File: src/rtl/sorted_run_packer_if.sv
// Record-in / packed-word-out bus of the sorted run packer.
// The master drives records and consumer ready; the slave returns the FIFO head.
interface sorted_run_packer_if #(
    parameter int P_LOG = 3,
    parameter int DATW  = 64
);
    logic [DATW-1:0]          din;
    logic                     dinen;
    logic                     flush;
    logic [(DATW<<P_LOG)-1:0] dot;
    logic                     doten;
    logic                     ordy;

    modport master (output din, dinen, flush, ordy, input dot, doten);
    modport slave  (input din, dinen, flush, ordy, output dot, doten);
endinterface

File: src/rtl/sorted_run_packer.sv
// Packs 2^P_LOG sorted records into wide words, buffers them in a small FIFO,
// and flags FIFO overflow and any key decrease within a run.
module sorted_run_packer_lane #(
    parameter int DATW = 64
) (
    input  logic            CLK,
    input  logic            RST,
    input  logic            wr,
    input  logic            held,
    input  logic [DATW-1:0] din,
    output logic [DATW-1:0] lane
);
    logic [DATW-1:0] q;

    always_ff @(posedge CLK) begin
        if (RST)     q <= '0;
        else if (wr) q <= din;
    end

    // A lane the run never reached is padded with all-ones.
    assign lane = wr ? din : (held ? q : '1);
endmodule

module sorted_run_packer #(
    parameter int P_LOG    = 3,
    parameter int DATW     = 64,
    parameter int KEYW     = 32,
    parameter int FIFO_LOG = 2
) (
    input  logic                CLK,
    input  logic                RST,
    sorted_run_packer_if.slave  bus,
    output logic [31:0]         cnt,
    output logic                ovf,
    output logic                err,
    output logic                idle
);
    localparam int LANES = 1 << P_LOG;
    localparam int DEPTH = 1 << FIFO_LOG;
    localparam int WW    = DATW * LANES;

    logic [P_LOG-1:0]              s;
    logic [LANES-1:0][DATW-1:0]    word;
    logic                          fill_last, push, pop, full, wr_ok;
    logic [FIFO_LOG:0]             wp, rp;
    logic [WW-1:0]                 mem [DEPTH];
    logic [KEYW-1:0]               prev_key;
    logic                          has_prev;
    logic [KEYW-1:0]               key;

    for (genvar k = 0; k < LANES; k++) begin : g_lane
        sorted_run_packer_lane #(.DATW(DATW)) u_lane (
            .CLK  (CLK),
            .RST  (RST),
            .wr   (bus.dinen && (s == P_LOG'(k))),
            .held (s > P_LOG'(k)),
            .din  (bus.din),
            .lane (word[k])
        );
    end

    assign key       = bus.din[KEYW-1:0];
    assign fill_last = bus.dinen && (s == P_LOG'(LANES - 1));
    // Flush only pushes if something is in the word; a flush on the filling
    // record folds into the normal push.
    assign push      = fill_last || (bus.flush && ((s != '0) || bus.dinen));

    assign bus.doten = (wp != rp);
    assign full      = (wp[FIFO_LOG] != rp[FIFO_LOG]) &&
                       (wp[FIFO_LOG-1:0] == rp[FIFO_LOG-1:0]);
    assign pop       = bus.doten && bus.ordy;
    assign wr_ok     = push && (!full || pop);
    assign bus.dot   = bus.doten ? mem[rp[FIFO_LOG-1:0]] : '0;
    assign idle      = !bus.doten && (s == '0);

    always_ff @(posedge CLK) begin
        if (wr_ok) mem[wp[FIFO_LOG-1:0]] <= word;
    end

    always_ff @(posedge CLK) begin
        if (RST) begin
            s        <= '0;
            wp       <= '0;
            rp       <= '0;
            cnt      <= '0;
            ovf      <= 1'b0;
            err      <= 1'b0;
            prev_key <= '0;
            has_prev <= 1'b0;
        end else begin
            if (push)           s <= '0;
            else if (bus.dinen) s <= s + 1'b1;

            if (wr_ok)              wp  <= wp + 1'b1;
            if (pop)                rp  <= rp + 1'b1;
            if (push && full && !pop) ovf <= 1'b1;

            if (bus.dinen) begin
                cnt      <= cnt + 1'b1;
                prev_key <= key;
                if (has_prev && (key < prev_key)) err <= 1'b1;
            end
            // A record arriving with flush is checked, then the run closes.
            if (bus.flush)      has_prev <= 1'b0;
            else if (bus.dinen) has_prev <= 1'b1;
        end
    end
endmodule
File: src/flat_wrapper.sv
// flat-port wrapper written by rule: the top's interface ports become plain ports
module sorted_run_packer_flat 
#(
    parameter int P_LOG    = 3,
    parameter int DATW     = 64,
    parameter int KEYW     = 32,
    parameter int FIFO_LOG = 2
)
  (CLK, RST, cnt, ovf, err, idle, bus_din, bus_dinen, bus_flush, bus_ordy, bus_dot, bus_doten);
  sorted_run_packer_if #(.P_LOG(P_LOG), .DATW(DATW)) bus_i ();
  input  logic CLK;
  input  logic RST;
  output logic [31:0] cnt;
  output logic ovf;
  output logic err;
  output logic idle;
  input wire logic [$bits(bus_i.din)-1:0] bus_din;
  input wire logic [$bits(bus_i.dinen)-1:0] bus_dinen;
  input wire logic [$bits(bus_i.flush)-1:0] bus_flush;
  input wire logic [$bits(bus_i.ordy)-1:0] bus_ordy;
  output wire logic [$bits(bus_i.dot)-1:0] bus_dot;
  output wire logic [$bits(bus_i.doten)-1:0] bus_doten;
  assign bus_i.din = bus_din;
  assign bus_i.dinen = bus_dinen;
  assign bus_i.flush = bus_flush;
  assign bus_i.ordy = bus_ordy;
  assign bus_dot = bus_i.dot;
  assign bus_doten = bus_i.doten;
  sorted_run_packer #(.P_LOG(P_LOG), .DATW(DATW), .KEYW(KEYW), .FIFO_LOG(FIFO_LOG)) u_core (.CLK(CLK), .RST(RST), .bus(bus_i), .cnt(cnt), .ovf(ovf), .err(err), .idle(idle));
endmodule
File: config.mk
export PLATFORM = sky130hd
export DESIGN_NAME = sorted_run_packer_flat
export DESIGN_NICKNAME = d
export VERILOG_FILES = /design/src/rtl/sorted_run_packer_if.sv /design/src/rtl/sorted_run_packer.sv /design/src/flat_wrapper.sv
export SDC_FILE = /design/constraint.sdc
export NUM_CORES = 2
export LEC_CHECK = 0
export ABC_AREA = 0
export CAP_MARGIN = 20
export CELL_PAD_IN_SITES_DETAIL_PLACEMENT = 1
export CELL_PAD_IN_SITES_GLOBAL_PLACEMENT = 1
export CORE_UTILIZATION = 50
export CTS_BUF_LIST = sky130_fd_sc_hd__clkbuf_16
export DETAILED_ROUTE_END_ITERATION = 8
export PLACE_DENSITY = 0.83
export SYNTH_ARGS = -nofsm -noshare
export SYNTH_HDL_FRONTEND = slang
export SYNTH_HIERARCHICAL = 1
export SYNTH_SLANG_ARGS = --single-unit
File: constraint.sdc
create_clock -name CLK -period 35.3 [get_ports CLK]
set_input_delay 7.06 -clock CLK [delete_from_list [all_inputs] [get_ports CLK]]
set_output_delay 7.06 -clock CLK [all_outputs]
set_load 0.01 [all_outputs]
==> results.sh <==
export IMPL_path_buf_inv=6
export IMPL_synth_seq_area_share_pct=68.1
export IMPL_slowest_stage="dfxtp_4"
export IMPL_crit_top_cell="buf_4"
export IMPL_clock_root_buffer="clkbuf_16"
export IMPL_min_delay_start="u_core/g_lane[1].u_lane/q[40]"
export IMPL_status="finished clean"
export IMPL_yosys_mux_area_fraction_pct=15.8
export IMPL_synth_compound_area_share_pct=2.60
export IMPL_drcViolationCount=0
export IMPL_setup_viol=0
export IMPL_cp_cell_sequence="buf_4, buf_4, buf_4, buf_4, buf_4, mux4_2, and2_1, clkdlybuf4s50_1"
export IMPL_drt_iter0_markers=6712
export IMPL_startpoint_type="flip-flop"
export IMPL_postSynthCellCount=7059
export IMPL_num_io_pins=617
export IMPL_path_class="flip-flop to output pin"
export IMPL_routed_wl_mm=317
export IMPL_p_switching_mw=2.21
export IMPL_seqPwrFrac_pct=42.9
export IMPL_syn_area_per_cell_um2=15.2
export IMPL_cts_buffer_depth=4
export IMPL_path_clk_slew_ns=0.06
export IMPL_routed_via_count=64400
export IMPL_slew_headroom_pct=21.6
export IMPL_path_delay_family="buffers and inverters"
export IMPL_drv_cap=0
export IMPL_power_frac_clock_pct=34.9
export IMPL_internal_power_mw=5.96
export IMPL_fin_nets=7751
export IMPL_drive_gt1_share_pct=13.5
export IMPL_synth_xor_area_share_pct=0.301
export IMPL_setup_tns_ns=0
export IMPL_synth_edf_count=2048
export IMPL_portBuffers=616
export IMPL_cp_data_required_time_ns=28.24
export IMPL_cts_sinks=2638
export IMPL_synth_main_ff_cell="edfxtp_1"
export IMPL_fp_row_count=169
export IMPL_detail_route_antenna_nets=0
export IMPL_combPwrFrac_pct=22.1
export IMPL_drt_wirelength_per_cell_um=29.7
export IMPL_fin_crit_sh_pct=40.9
export IMPL_skew_ns=0.0699
export IMPL_synth_nets=7171
export IMPL_reg2reg_from="u_core/s[1]"
export IMPL_dp_cells=10200
export IMPL_hpwl_mm=184
export IMPL_min_period_ns=14.42
export IMPL_area_growth_pct=16.2
export IMPL_ctsHtreeMaxLevel=5
export IMPL_hold_class="flip-flop to flip-flop"
export IMPL_holdWs_ns=0.492
export IMPL_ys_types=44
export IMPL_rsz0062_at_grt="no"
export IMPL_antenna_found_initial=24
export IMPL_hold_violations=0
export IMPL_fp_dieH_um=466
export IMPL_synth_seq_cells=2638
export IMPL_leakagePower_nw=39.9
export IMPL_power_mw=8.17
export IMPL_die_x_um=466
export IMPL_postCtsSetupBuffers=0
export IMPL_finalNonFillerCells=10700
export IMPL_grt_first_pass_wirelength_mm=461
export IMPL_grt_start_max_net_pins=154
export IMPL_routabilityCongestion=0.770
export IMPL_hold_buffers=0
export IMPL_endpoint_kind="output pin"
export IMPL_switching_share_pct=27.1
export IMPL_crit_arrival_ns=7.36
export IMPL_critPathMaxStageDelay_ns=0.93
export IMPL_final_max_slew_viol_count=0
export IMPL_clock_fmax_mhz=69.3
export IMPL_start_util_pct=50.5
export IMPL_tightest_slew_ns=1.18
export IMPL_syn_area_um2=108000
export IMPL_synth_top_family_by_area="multiplexers"
export IMPL_fp_coreArea_um2=213000
export IMPL_yosys_area_share_simple_pct=10.3
export IMPL_synthAdderAreaFrac_pct=0.500
export IMPL_synth_async_reset_ratio_pct=0
export IMPL_clk_latency_ns=0.96
export IMPL_cts_tree="built"
export IMPL_p_per_area_nw_per_um2=65.3
export IMPL_grt_pass1_vias=68900
export IMPL_grt_ovfl_total=0
export IMPL_cts_buffers=289
export IMPL_vias_per_cell=6.03
export IMPL_grt_total_usage_pct=28.8
export IMPL_die_area_um2=217000
export IMPL_path_max_fanout=48
export IMPL_dr_pass1_iters=6
export IMPL_yosysWarnings=6
export IMPL_cts_resized=0
export IMPL_max_vdd_ir_drop_uv=52.6
## metal layers
metal	share of wire [%]	wire length, µm	GRT usage, %	vias up
li1	-	-	-	27100
met1	38	120000	36.3	33600
met2	50	159000	48.9	3082
met3	7.3	23300	4.70	649
met4	4.6	14600	13.0	18
met5	0.037	116	0	-
## power by group through the flow
stage / clock [mW] / sequential (mW) / combinational [mW]
floorplan: 0 / 3.60 / 0.894
global route: 2.99 / 3.51 / 1.90
finish: 2.85 / 3.51 / 1.81
global placement: 0 / 3.56 / 1.76
detailed placement: 0 / 3.57 / 1.79
CTS: 2.89 / 3.51 / 1.82
## through the flow
stage | instance area (µm²) | worst slack [ns] | utilization, %
after detailed placement | 116000 | 21.55 | 54.6
after global routing | 125000 | 20.14 | 58.7
after floorplan | 108000 | 15.16 | -
after global placement | 116000 | 21.59 | 54.5
after CTS | 125000 | 20.52 | 58.7
final | 125000 | 20.88 | 58.7
## placed cells by master (no fill, tap or decap), types with 6 or more instances in the layout
cell type        synthesis  layout
edfxtp_1              2048    2048
nor2_1                1105    1103
clkdlybuf4s50_1          0     611
dfxtp_1                590     588
mux2i_1                546     546
a21oi_1                533     532
and2_1                 520     515
nor2b_1                515     515
mux4_2                 512     512
clkbuf_16                0     300
buf_4                   24     127
inv_1                   39     116
clkinv_1                 0      54
clkinv_2                 0      43
ha_1                    43      43
xor2_1                  28      28
nand2_1                 23      22
nand4_1                 17      17
bufinv_16                0      13
nand3_1                 12      12
diode_2                  0      11
xnor2_1                  9       9
o21ai_0                  9       8
buf_12                   0       7
clkinvlp_4               0       6
and3_4                   0       6
buf_16                   0       6
## synth_stat cells, types with 2 or more instances
cell type | n | area share (%)
a21oi_1 | 533 | 2.5
or3_1 | 2 | 0.012
edfxtp_1 | 2048 | 57
dfxtp_1 | 590 | 11
nor2b_1 | 515 | 3.0
buf_6 | 48 | 0.50
mux4_2 | 512 | 11
and4_1 | 4 | 0.033
clkbuf_1 | 168 | 0.59
xor2_1 | 28 | 0.23
and2_1 | 520 | 3.0
buf_2 | 150 | 0.70
inv_1 | 39 | 0.14
nand2_1 | 23 | 0.080
and3_1 | 9 | 0.052
clkbuf_2 | 8 | 0.037
o21ai_0 | 9 | 0.042
nand2b_1 | 2 | 0.012
buf_1 | 69 | 0.24
nand3_1 | 12 | 0.056
nor2_1 | 1105 | 3.9
buf_4 | 24 | 0.17
mux2i_1 | 546 | 5.1
ha_1 | 43 | 0.50
nor3_1 | 7 | 0.033
nand4_1 | 17 | 0.099
xnor2_1 | 9 | 0.073
nor4_1 | 2 | 0.012
a41oi_1 | 2 | 0.016
## final timing paths
check	to	slack, ns	depth (start not counted)
worst min-delay path	u_core/g_lane[1].u_lane/q[40]	0.49	2
worst max register to register	u_core/mem[2][233]	28.11	9
worst min register to register	u_core/g_lane[1].u_lane/q[40]	0.49	2
worst max-delay path	bus_dot[234]	20.88	8
## worst reg2reg max path, stage by stage (launching register included)
cell and delay (ns):
dfxtp_1 0.45, inv_1 0.29, ha_1 0.33, nand2b_4 0.56, o22a_1 0.58, and3_4 1.00
buf_4 0.92, buf_4 0.80, buf_4 0.86, buf_4 0.99
## state kept, by name (all words and copies together) (netlist names), named ones only
| signal | cells |
|---|---|
| u_core/g_lane.u_lane/q | 512 |
| u_core/has_prev | 1 |
| u_core/wp | 3 |
| u_core/s | 3 |
| u_core/prev_key | 32 |
| u_core/rp | 3 |
| u_core/ovf | 1 |
| u_core/err | 1 |
| u_core/cnt | 32 |
| u_core/mem | 2048 |
## cells by family (layout without fill, tap and decap cells)
kind of cell,count (synthesis),in the layout
adder cells (fa/ha/maj),43,43
other,0,11
multiplexers,1058,1058
XOR/XNOR,37,37
AND/OR/NAND/NOR,2225,2225
buffers and inverters,506,1301
AO/OA/AOI/OAI,552,552
flip-flops,2638,2638
## final cells by class
cell class | instances | area [µm²]
Antenna cell | 11 | 27.5
Clock buffer | 300 | 7510
Clock inverter | 206 | 1270
Fill cell | 19500 | 87800
Inverter | 39 | 146
Multi-Input combinational cell | 3915 | 31900
Sequential cell | 2638 | 73300
Tap cell | 2821 | 3530
Timing Repair Buffer | 756 | 7410
(Power assumes the default switching activity.)
